## src/rtl/spi_frame_sequencer_if.sv

```systemverilog
// Byte/register-file side signals of the SPI frame sequencer.
// slave = sequencer side, master = deserializer/register-file/shifter side.
interface spi_frame_sequencer_if;
    logic       frame_end;
    logic       byte_valid;
    logic [7:0] byte_data;
    logic       wr_en;
    logic [7:0] wr_addr;
    logic [7:0] wr_data;
    logic       rd_req;
    logic [7:0] rd_addr;
    logic       rd_ack;
    logic [7:0] rd_data;
    logic [7:0] tx_byte;
    logic       tx_load;
    logic       busy;
    logic [7:0] byte_cnt;
    logic       err_addr;
    logic       err_underrun;
    logic       err_clr;

    modport slave (
        input  frame_end, byte_valid, byte_data, rd_ack, rd_data, err_clr,
        output wr_en, wr_addr, wr_data, rd_req, rd_addr, tx_byte, tx_load,
               busy, byte_cnt, err_addr, err_underrun
    );

    modport master (
        output frame_end, byte_valid, byte_data, rd_ack, rd_data, err_clr,
        input  wr_en, wr_addr, wr_data, rd_req, rd_addr, tx_byte, tx_load,
               busy, byte_cnt, err_addr, err_underrun
    );
endinterface

```

## src/rtl/spi_frame_sequencer.sv

```systemverilog
// Command-byte decoder: auto-incrementing register writes / read fetches for the SPI peripheral.
// Write strobe 1 cycle after byte; tx_load 1 cycle after rd_ack; rd_req held until rd_ack, underrun flagged on early byte.
module spi_frame_sequencer #(
    parameter logic [7:0] MAX_ADDR  = 8'd59,
    parameter logic [7:0] FILL_BYTE = 8'hFF
) (
    input  logic                    sclk,
    input  logic                    rstn,
    spi_frame_sequencer_if.slave    bus
);

    typedef enum logic [1:0] {IDLE, WRITE, RD_REQ, RD_HOLD} state_t;

    state_t     state_q, state_d;
    logic [7:0] ptr_q, ptr_d;
    logic [7:0] cnt_q, cnt_d;
    logic       wr_en_q, wr_en_d;
    logic [7:0] wr_addr_q, wr_addr_d;
    logic [7:0] wr_data_q, wr_data_d;
    logic [7:0] tx_byte_q, tx_byte_d;
    logic       tx_load_q, tx_load_d;
    logic       err_addr_q, err_addr_d;
    logic       err_under_q, err_under_d;
    logic       set_addr, set_under;
    logic [7:0] cnt_inc;
    logic [7:0] ptr_next;
    logic       ptr_ok;

    // Address 0 is reserved, so the pointer wraps to 1 rather than 0.
    assign ptr_next = (ptr_q >= MAX_ADDR) ? 8'd1 : ptr_q + 8'd1;
    assign ptr_ok   = (ptr_q != 8'd0) && (ptr_q <= MAX_ADDR);
    assign cnt_inc  = (cnt_q == 8'hFF) ? cnt_q : cnt_q + 8'd1;

    always_comb begin
        state_d   = state_q;
        ptr_d     = ptr_q;
        cnt_d     = cnt_q;
        wr_en_d   = 1'b0;
        wr_addr_d = wr_addr_q;
        wr_data_d = wr_data_q;
        tx_byte_d = tx_byte_q;
        tx_load_d = 1'b0;
        set_addr  = 1'b0;
        set_under = 1'b0;
        if (bus.frame_end) begin
            state_d = IDLE;
            ptr_d   = 8'd0;
            cnt_d   = 8'd0;
        end else begin
            unique case (state_q)
                IDLE: begin
                    if (bus.byte_valid) begin
                        ptr_d   = {1'b0, bus.byte_data[6:0]};
                        cnt_d   = 8'd0;
                        state_d = bus.byte_data[7] ? RD_REQ : WRITE;
                    end
                end
                WRITE: begin
                    if (bus.byte_valid) begin
                        if (ptr_ok) begin
                            wr_en_d   = 1'b1;
                            wr_addr_d = ptr_q;
                            wr_data_d = bus.byte_data;
                        end else begin
                            set_addr = 1'b1;
                        end
                        ptr_d = ptr_next;
                        cnt_d = cnt_inc;
                    end
                end
                RD_REQ: begin
                    if (!ptr_ok) begin
                        tx_byte_d = FILL_BYTE;
                        tx_load_d = 1'b1;
                        set_addr  = 1'b1;
                        ptr_d     = ptr_next;
                        state_d   = RD_HOLD;
                        if (bus.byte_valid) cnt_d = cnt_inc;
                    end else if (bus.rd_ack) begin
                        tx_byte_d = bus.rd_data;
                        tx_load_d = 1'b1;
                        ptr_d     = ptr_next;
                        state_d   = RD_HOLD;
                        if (bus.byte_valid) cnt_d = cnt_inc;
                    end else if (bus.byte_valid) begin
                        // Shifter needs a byte now; skip this address and keep requesting the next.
                        set_under = 1'b1;
                        tx_byte_d = FILL_BYTE;
                        tx_load_d = 1'b1;
                        ptr_d     = ptr_next;
                        cnt_d     = cnt_inc;
                    end
                end
                RD_HOLD: begin
                    if (bus.byte_valid) begin
                        cnt_d   = cnt_inc;
                        state_d = RD_REQ;
                    end
                end
                default: state_d = IDLE;
            endcase
        end
        err_addr_d  = set_addr  | (err_addr_q  & ~bus.err_clr);
        err_under_d = set_under | (err_under_q & ~bus.err_clr);
    end

    always_ff @(posedge sclk or negedge rstn) begin
        if (!rstn) begin
            state_q     <= IDLE;
            ptr_q       <= 8'd0;
            cnt_q       <= 8'd0;
            wr_en_q     <= 1'b0;
            wr_addr_q   <= 8'd0;
            wr_data_q   <= 8'd0;
            tx_byte_q   <= 8'd0;
            tx_load_q   <= 1'b0;
            err_addr_q  <= 1'b0;
            err_under_q <= 1'b0;
        end else begin
            state_q     <= state_d;
            ptr_q       <= ptr_d;
            cnt_q       <= cnt_d;
            wr_en_q     <= wr_en_d;
            wr_addr_q   <= wr_addr_d;
            wr_data_q   <= wr_data_d;
            tx_byte_q   <= tx_byte_d;
            tx_load_q   <= tx_load_d;
            err_addr_q  <= err_addr_d;
            err_under_q <= err_under_d;
        end
    end

    assign bus.wr_en        = wr_en_q;
    assign bus.wr_addr      = wr_addr_q;
    assign bus.wr_data      = wr_data_q;
    assign bus.rd_req       = (state_q == RD_REQ) && ptr_ok;
    assign bus.rd_addr      = ptr_q;
    assign bus.tx_byte      = tx_byte_q;
    assign bus.tx_load      = tx_load_q;
    assign bus.busy         = (state_q != IDLE);
    assign bus.byte_cnt     = cnt_q;
    assign bus.err_addr     = err_addr_q;
    assign bus.err_underrun = err_under_q;

endmodule

```

## src/flat_wrapper.sv

```systemverilog
// flat-port wrapper written by rule: the top's interface ports become plain ports
module spi_frame_sequencer_flat 
#(
    parameter logic [7:0] MAX_ADDR  = 8'd59,
    parameter logic [7:0] FILL_BYTE = 8'hFF
)
  (sclk, rstn, bus_frame_end, bus_byte_valid, bus_byte_data, bus_rd_ack, bus_rd_data, bus_err_clr, bus_wr_en, bus_wr_addr, bus_wr_data, bus_rd_req, bus_rd_addr, bus_tx_byte, bus_tx_load, bus_busy, bus_byte_cnt, bus_err_addr, bus_err_underrun);
  spi_frame_sequencer_if bus_i ();
  input  logic sclk;
  input  logic rstn;
  input wire logic [$bits(bus_i.frame_end)-1:0] bus_frame_end;
  input wire logic [$bits(bus_i.byte_valid)-1:0] bus_byte_valid;
  input wire logic [$bits(bus_i.byte_data)-1:0] bus_byte_data;
  input wire logic [$bits(bus_i.rd_ack)-1:0] bus_rd_ack;
  input wire logic [$bits(bus_i.rd_data)-1:0] bus_rd_data;
  input wire logic [$bits(bus_i.err_clr)-1:0] bus_err_clr;
  output wire logic [$bits(bus_i.wr_en)-1:0] bus_wr_en;
  output wire logic [$bits(bus_i.wr_addr)-1:0] bus_wr_addr;
  output wire logic [$bits(bus_i.wr_data)-1:0] bus_wr_data;
  output wire logic [$bits(bus_i.rd_req)-1:0] bus_rd_req;
  output wire logic [$bits(bus_i.rd_addr)-1:0] bus_rd_addr;
  output wire logic [$bits(bus_i.tx_byte)-1:0] bus_tx_byte;
  output wire logic [$bits(bus_i.tx_load)-1:0] bus_tx_load;
  output wire logic [$bits(bus_i.busy)-1:0] bus_busy;
  output wire logic [$bits(bus_i.byte_cnt)-1:0] bus_byte_cnt;
  output wire logic [$bits(bus_i.err_addr)-1:0] bus_err_addr;
  output wire logic [$bits(bus_i.err_underrun)-1:0] bus_err_underrun;
  assign bus_i.frame_end = bus_frame_end;
  assign bus_i.byte_valid = bus_byte_valid;
  assign bus_i.byte_data = bus_byte_data;
  assign bus_i.rd_ack = bus_rd_ack;
  assign bus_i.rd_data = bus_rd_data;
  assign bus_i.err_clr = bus_err_clr;
  assign bus_wr_en = bus_i.wr_en;
  assign bus_wr_addr = bus_i.wr_addr;
  assign bus_wr_data = bus_i.wr_data;
  assign bus_rd_req = bus_i.rd_req;
  assign bus_rd_addr = bus_i.rd_addr;
  assign bus_tx_byte = bus_i.tx_byte;
  assign bus_tx_load = bus_i.tx_load;
  assign bus_busy = bus_i.busy;
  assign bus_byte_cnt = bus_i.byte_cnt;
  assign bus_err_addr = bus_i.err_addr;
  assign bus_err_underrun = bus_i.err_underrun;
  spi_frame_sequencer #(.MAX_ADDR(MAX_ADDR), .FILL_BYTE(FILL_BYTE)) u_core (.sclk(sclk), .rstn(rstn), .bus(bus_i));
endmodule
```

## config.mk

```make
export PLATFORM = sky130hd
export DESIGN_NAME = spi_frame_sequencer_flat
export DESIGN_NICKNAME = d
export VERILOG_FILES = /design/src/rtl/spi_frame_sequencer_if.sv /design/src/rtl/spi_frame_sequencer.sv /design/src/flat_wrapper.sv
export SDC_FILE = /design/constraint.sdc
export NUM_CORES = 1
export LEC_CHECK = 0
export ABC_AREA = 1
export CAP_MARGIN = 15
export CORE_MARGIN = 5
export CORE_UTILIZATION = 40
export DETAILED_ROUTE_END_ITERATION = 10
export PLACE_DENSITY = 0.72
export SLEW_MARGIN = 25
export SYNTH_ARGS = -nofsm -noshare
export SYNTH_HDL_FRONTEND = slang
export SYNTH_SLANG_ARGS = --single-unit
```

## constraint.sdc

```tcl
create_clock -name sclk -period 2.7 [get_ports sclk]
set_input_delay 0.81 -clock sclk [delete_from_list [all_inputs] [get_ports sclk]]
set_output_delay 0.81 -clock sclk [all_outputs]
set_load 0.01 [all_outputs]
```

==> results of run 1 <==
metal layers:
metal  track usage  share of wire  vias up
met3        0.0322          0.065       10
met2         0.263           0.44       88
met4        0.0526          0.015        0
met5             0              0        -
li1              -              -     1270
met1         0.250           0.48     1152
per-stage QoR:
| stage | cells | power (mW) |
|---|---|---|
| after global routing | 505 | 3.60 |
| after floorplan | 351 | 2.10 |
| after global placement | 497 | 2.88 |
| after detailed placement | 497 | 2.92 |
| after CTS | 505 | 3.35 |
| final | 505 | 3.32 |
cell usage in the layout, fill, tap and decap left out, drive strengths merged, types with 2 or more instances in the layout:
cell           instances
a31oi                  2
nand3                 22
clkdlybuf4s50         65
o22ai                  2
clkinv                 3
xor2                   2
buf                   13
ha                     7
nor2                  24
nand4                  9
inv                   51
o21ai                 34
nor3                  13
a21oi                 15
dfrtp                 46
clkbuf                 5
nand2                107
cell families (layout without fill, tap and decap cells):
logic type / count (synthesis) / after routing / share of synthesized area
AND/OR/NAND/NOR: 177 / 177 / 0.308
XOR/XNOR: 2 / 2 / 0.00667
adder cells (fa/ha/maj): 7 / 7 / 0.0333
AO/OA/AOI/OAI: 57 / 57 / 0.115
flip-flops: 46 / 46 / 0.438
buffers and inverters: 62 / 139 / 0.0986
sequential cells by signal, summed over array words and instances (netlist names):
name                     cells
u_core.bus.tx_load           1
u_core.bus.wr_addr           8
u_core.bus.tx_byte           8
u_core.bus.rd_addr           8
u_core.bus.byte_cnt          8
u_core.bus.err_addr          1
u_core.bus.wr_en             1
u_core.bus.err_underrun      1
u_core.bus.wr_data           8
u_core.state_q               2
worst max path at each step:
| stage | cells past startpoint | endpoint | slack (ns) | startpoint |
|---|---|---|---|---|
| after floorplan | 9 | bus_rd_req | 0.44 | u_core.bus.rd_addr[0] |
| after global placement | 9 | bus_rd_req | 0.13 | u_core.bus.rd_addr[0] |
| after detailed placement | 9 | bus_rd_req | 0.11 | u_core.bus.rd_addr[0] |
| after CTS | 9 | bus_rd_req | 0.04 | u_core.bus.rd_addr[0] |
| after global routing | 9 | bus_rd_req | 0.04 | u_core.bus.rd_addr[0] |
| final | 9 | bus_rd_req | 0.14 | u_core.bus.rd_addr[0] |
area by class of cell:
| class | count | area share |
|---|---|---|
| clock buffers | 5 | 0.0195 |
| clock inverters | 3 | 0.00604 |
| inverters | 52 | 0.0554 |
| multi-input cells | 243 | 0.346 |
| flip-flops and latches | 46 | 0.327 |
| well taps | 77 | 0.0274 |
| repair buffers | 79 | 0.218 |
timing repair:
action / in CTS / in global routing
setup endpoints to repair: 1 / 1
hold buffers: 0 / 0
gates resized for setup: 1 / 2
pin swaps: 0 / 0
where the power goes:
part / leakage, nW / switching, mW / internal, mW / total, mW
registers: 0.601 / 0.157 / 0.909 / 1.07
logic: 1.04 / 1.02 / 0.824 / 1.84
clock network: 0.0441 / 0.235 / 0.182 / 0.417
total: 1.69 / 1.41 / 1.91 / 3.32
critical path, delay by kind of cell, from the launching register on:
kind                       cells  cell delay, ns
buffers and inverters          1            0.25
and+or+nand+nor                7            0.55
adders and majority gates      1            0.23
DFF                            1            0.43
==> summary.txt, run 1 <==
Status = finished clean
Core ar. = 0.00639 mm^2
Worst Skew = 0.00570 ns
Sequential-to-total area share from yosys stat = 0.438
CP max stage cell = dfrtp_1
Setup slack at placement = 0.108 ns
Cell count of the worst reg-to-reg path = 10
Cell area after synthesis = 0.00263 mm^2
Period utilization = 0.950
Critical path class = flip-flop to output pin
Final setup vio count = 0
Power density over the cells = 944 mW/mm^2
Post-synth ARST share = 1.00
DRT iter0 DRCs = 167
Mean Syn Cell Area = 7.49 um^2
Reg2reg setup slack = 0.76 ns
Actual slew at the worst max-slew pin = 0.472 ns
Avg WL per Cell = 14.0 um
Crit start category = flip-flop
Largest net degree at the start of global routing = 32
Cell taking the most area after synthesis = dfrtp_1
Via density = 4.99
Total gr overflow = 0
Util after Layout = 0.551
Die H = 91.1 um
Max-slew violation count = 0
Register area = 0.00115 mm^2
Vias in the first global route = 2,388
Post-synth top cells = 99 x nand2_1, 46 x dfrtp_1, 46 x inv_1, 28 x o21ai_1, 22 x nor2_1
Max-cap viol count = 0
FF+latch count, synth = 46
Slew headroom = 0.683
CTS tree = yes
Worst Path Arrival = 1.75 ns
H-tree Lvls = 2
Area grow syn2layout = 34.0%
Final antenna diode count = 0
Hold Slack = 0.438 ns
Crit-path most repeated cell = nand2_4
Peak supply drop = 499 uV
Share of cells above drive strength 1 = 0.100
Routed via count = 2,520
Top-count cell post-synth = nand2_1
IO Port Bufs = 67
Initial Util = 0.411
Critical Path End Type = output pin
Gate Count Post-Synth = 351
Post-route cell area = 0.00352 mm^2
First-pass GRT wire length = 11,900 um
Fin worst setup slack = 0.135 ns
R2r endpoint = u_core.bus.rd_addr[0]
Leakage = 1.69 nW
Synth area leaders = dfrtp_1 44%, nand2_1 14%, inv_1 6.6%, o21ai_1 5.3%, nand3_1 3.6%
Clock root buffer = clkbuf_8
Routed Antenna Nets = 0
Area taken by multi-input logic gates = 0.00122 mm^2
GPL Wtd Cong = 0.980
Row cnt = 29
CP Max Fanout = 5
R2r startpoint = u_core.state_q[1]
Fin Setup TNS = 0 ns
GRT Overall Usage = 0.173
Die Footprint = 0.00829 mm^2
Min cycle time layout = 2.56 ns
Initial antenna violation count = 0
# clock sinks = 46
Dpl cell area = 0.00343 mm^2
Synth unique cells = 33
Unrepaired setup endpoints after global routing = no
Ys flop type = dfrtp_1
Critical path, cell by cell = ha_2 > nand2_1 > nand2_1 > nand2_2 > nand2_4 > nand2_4 > nand2_4 > nor2_1 > clkdlybuf4s15_1
WP data required = 1.89 ns
Die width = 91.1 um
TritonCTS Buffers = 5
Synth Net Count = 380
Final count of hold timing violations = 0
Final wirelength = 7060 um
Share of the synthesized area in the top cell type = 0.438
Clk buf depth = 2
# fillers = 599
Max frequency = 390 MHz
Delay of the slowest cell on the worst path = 0.43 ns
Pre-antenna DRT Iters = 4
Remaining DRCs = 0
Layout net count = 456
Hpwl dp = 5550 um
Number of synthesized flops with an enable pin = 0
Post-CTS setup buffer count = 0
Num ports = 68
Clk Latency, worst-skew pair = 0.30 ns
Yosys warnings = 0
Clk slew on worst S/H paths = 0.09 ns
Worst min path class = primary input to async pin
Note: power is estimated with default switching activity, not from simulation.
==> inputs of run 2 (changes only) <==
--- a/config.mk
+++ b/config.mk
@@ -10,7 +10,7 @@
 export CORE_MARGIN = 5
 export CORE_UTILIZATION = 40
 export DETAILED_ROUTE_END_ITERATION = 10
-export PLACE_DENSITY = 0.72
+export PLACE_DENSITY = 0.74
 export SLEW_MARGIN = 25
 export SYNTH_ARGS = -nofsm -noshare
 export SYNTH_HDL_FRONTEND = slang
==> constraint.sdc (replaced) <==
create_clock -name sclk -period 2.1 [get_ports sclk]
set_input_delay 0.63 -clock sclk [delete_from_list [all_inputs] [get_ports sclk]]
set_output_delay 0.63 -clock sclk [all_outputs]
set_load 0.01 [all_outputs]
==> run 2 against run 1 <==
The run now ends with setup timing left. Global-route usage is 0.79 points higher. Critical path depth unchanged. First-iteration DRC count is 3.6% lower. Power is 40% higher. Register-to-register slack lost 0.57 ns. Wire length rose by 7.3%. Non-clock buffer count increased by 32. Clock-buffer cell count did not move. Worst setup slack lost 0.20 ns. Clock skew is 0.0034 ns higher. Largest cell class unchanged. Highest routed layer unchanged.
==> summary.txt, run 2 (synthesis gave the netlist of run 1 again) <==
Fin worst setup slack = -0.0658 ns
Post-cts hold buffer count = 0
Dpl cell area = 0.00366 mm^2
GPL Wtd Cong = 0.967
Post-route cell area = 0.00382 mm^2
Core ar. = 0.00639 mm^2
Area taken by multi-input logic gates = 0.00125 mm^2
Register area = 0.00115 mm^2
Min cycle time layout = 2.17 ns
DRT iter0 DRCs = 161
Slew headroom = 0.645
WP buf/inv = 1
Status = complete, but fails checks
Final count of hold timing violations = 0
Power density over the cells = 1220 mW/mm^2
Final setup vio count = 1
CP Max Fanout = 2
WP data required = 1.47 ns
Critical Path End Type = output pin
Die H = 91.1 um
Unrepaired setup endpoints after global routing = yes
Pre-antenna DRT Iters = 4
# fillers = 591
Area grow syn2layout = 45.5%
Critical path class = flip-flop to output pin
Clk buf depth = 2
Util after Layout = 0.599
Max-cap viol count = 0
Critical path, cell by cell = ha_2 > nand2_2 > nand2_2 > nand2_2 > nand2_4 > nand2_4 > nand2_4 > nor2_4 > buf_6
Leakage = 1.88 nW
Avg WL per Cell = 14.1 um
Remaining DRCs = 0
Peak supply drop = 743 uV
Final antenna diode count = 0
Layout net count = 488
Most frequent cells in the layout = 95 x nand2_1, 61 x clkdlybuf4s50_1, 45 x dfrtp_1, 44 x inv_1, 40 x buf_4
Routed via count = 2,659
IO Port Bufs = 67
H-tree Lvls = 2
Failing checks = setup timing
Setup slack at placement = -0.223 ns
Commonest non-fill, non-tap cell in the layout = nand2_1
Routed Antenna Nets = 0
CTS tree = yes
Worst min path class = primary input to async pin
Clk Latency, worst-skew pair = 0.30 ns
Share of cells above drive strength 1 = 0.189
Die width = 91.1 um
Actual slew at the worst max-slew pin = 0.532 ns
Hpwl dp = 5920 um
Largest net degree at the start of global routing = 32
Pwr Total = 4.65 mW
Vias in the first global route = 2,630
Initial antenna violation count = 0
TritonCTS Buffers = 5
Crit start category = flip-flop
Num ports = 68
First-pass GRT wire length = 12,600 um
Total gr overflow = 0
Clock root buffer = clkbuf_8
Clk slew on worst S/H paths = 0.10 ns
Worst Skew = 0.00914 ns
# clock sinks = 46
Period utilization = 1.03
Max-slew violation count = 0
Final wirelength = 7570 um
Worst Path Arrival = 1.54 ns
CP max stage cell = dfrtp_1
Delay of the slowest cell on the worst path = 0.41 ns
Die Footprint = 0.00829 mm^2
Max frequency = 462 MHz
Via density = 4.95
Row cnt = 29
Cell family with most CP delay = simple AND/OR/NAND/NOR gates
Initial Util = 0.411
GRT Overall Usage = 0.181
Fin Setup TNS = -0.0658 ns
==> run 2: cell types whose count changed in the layout (fill, tap and decap cells not counted), sizes merged, moves of 2 or more <==
cell           previous run  this run
dlymetal6s2s              0         2
clkinv                    3         1
buf                      13        46
clkdlybuf4s50            65        61
==> run 2: metal layers <==
| layer | GRT usage | up-vias | wire (um) |
|---|---|---|---|
| met5 | 0 | - | 0 |
| met4 | 0.0562 | 0 | 69 |
| met3 | 0.0289 | 4 | 508 |
| met2 | 0.288 | 95 | 3500 |
| met1 | 0.252 | 1209 | 3490 |
| li1 | - | 1351 | - |
==> run 2: worst paths after layout <==
kind	startpoint	end	slack [ns]	cells past startpoint
worst max-delay path	u_core.bus.rd_addr[1]	bus_rd_req	-0.07	9
worst min-delay path	rstn	u_core.bus.rd_addr[5]	0.28	1
worst max register to register	u_core.bus.rd_addr[1]	u_core.bus.rd_addr[0]	0.19	11
worst min register to register	u_core.bus.wr_addr[7]	u_core.bus.wr_addr[7]	0.47	2
max in group asynchronous	rstn	u_core.bus.byte_cnt[1]	1.32	2
min in group sclk	u_core.bus.wr_addr[7]	u_core.bus.wr_addr[7]	0.47	2
==> run 2: worst register-to-register path: stages (launching register included) <==
cell and delay, ns:
dfrtp_1 0.41, ha_2 0.20, nand2_2 0.09, nand2_2 0.07, a21oi_1 0.43, nand3_1 0.18
nand2_1 0.10, nand2_1 0.05, nand3_1 0.07, nand2_1 0.06, nand2_1 0.09, nand2_1 0.06
==> run 2: where the power goes <==
group	switching, mW	internal [mW]
clock	0.329	0.238
sequential	0.183	1.17
combinational	1.44	1.28
==> run 2: what timing repair did <==
action | CTS | global route
gates resized for setup | 6 | 22
cloned | 0 | 0
pin swaps | 0 | 5
buffers inserted | 0 | 3
endpoints found under the setup margin | 3 | 5
==> run 2: per-stage QoR <==
stage          hold slack (ns)  std cells
2_1_floorplan            0.334        351
3_3_place_gp             0.454        526
3_5_place_dp             0.454        526
4_1_cts                  0.285        534
5_1_grt                  0.327        537
6_report                 0.278        537
==> run 2: area by class of cell <==
class                           count  share of cell area
Clock buffer                        5              0.0180
Clock inverter                      3             0.00622
Inverter                           52              0.0524
Multi-Input combinational cell    243               0.328
Sequential cell                    46               0.301
Tap cell                           77              0.0252
Timing Repair Buffer              111               0.269
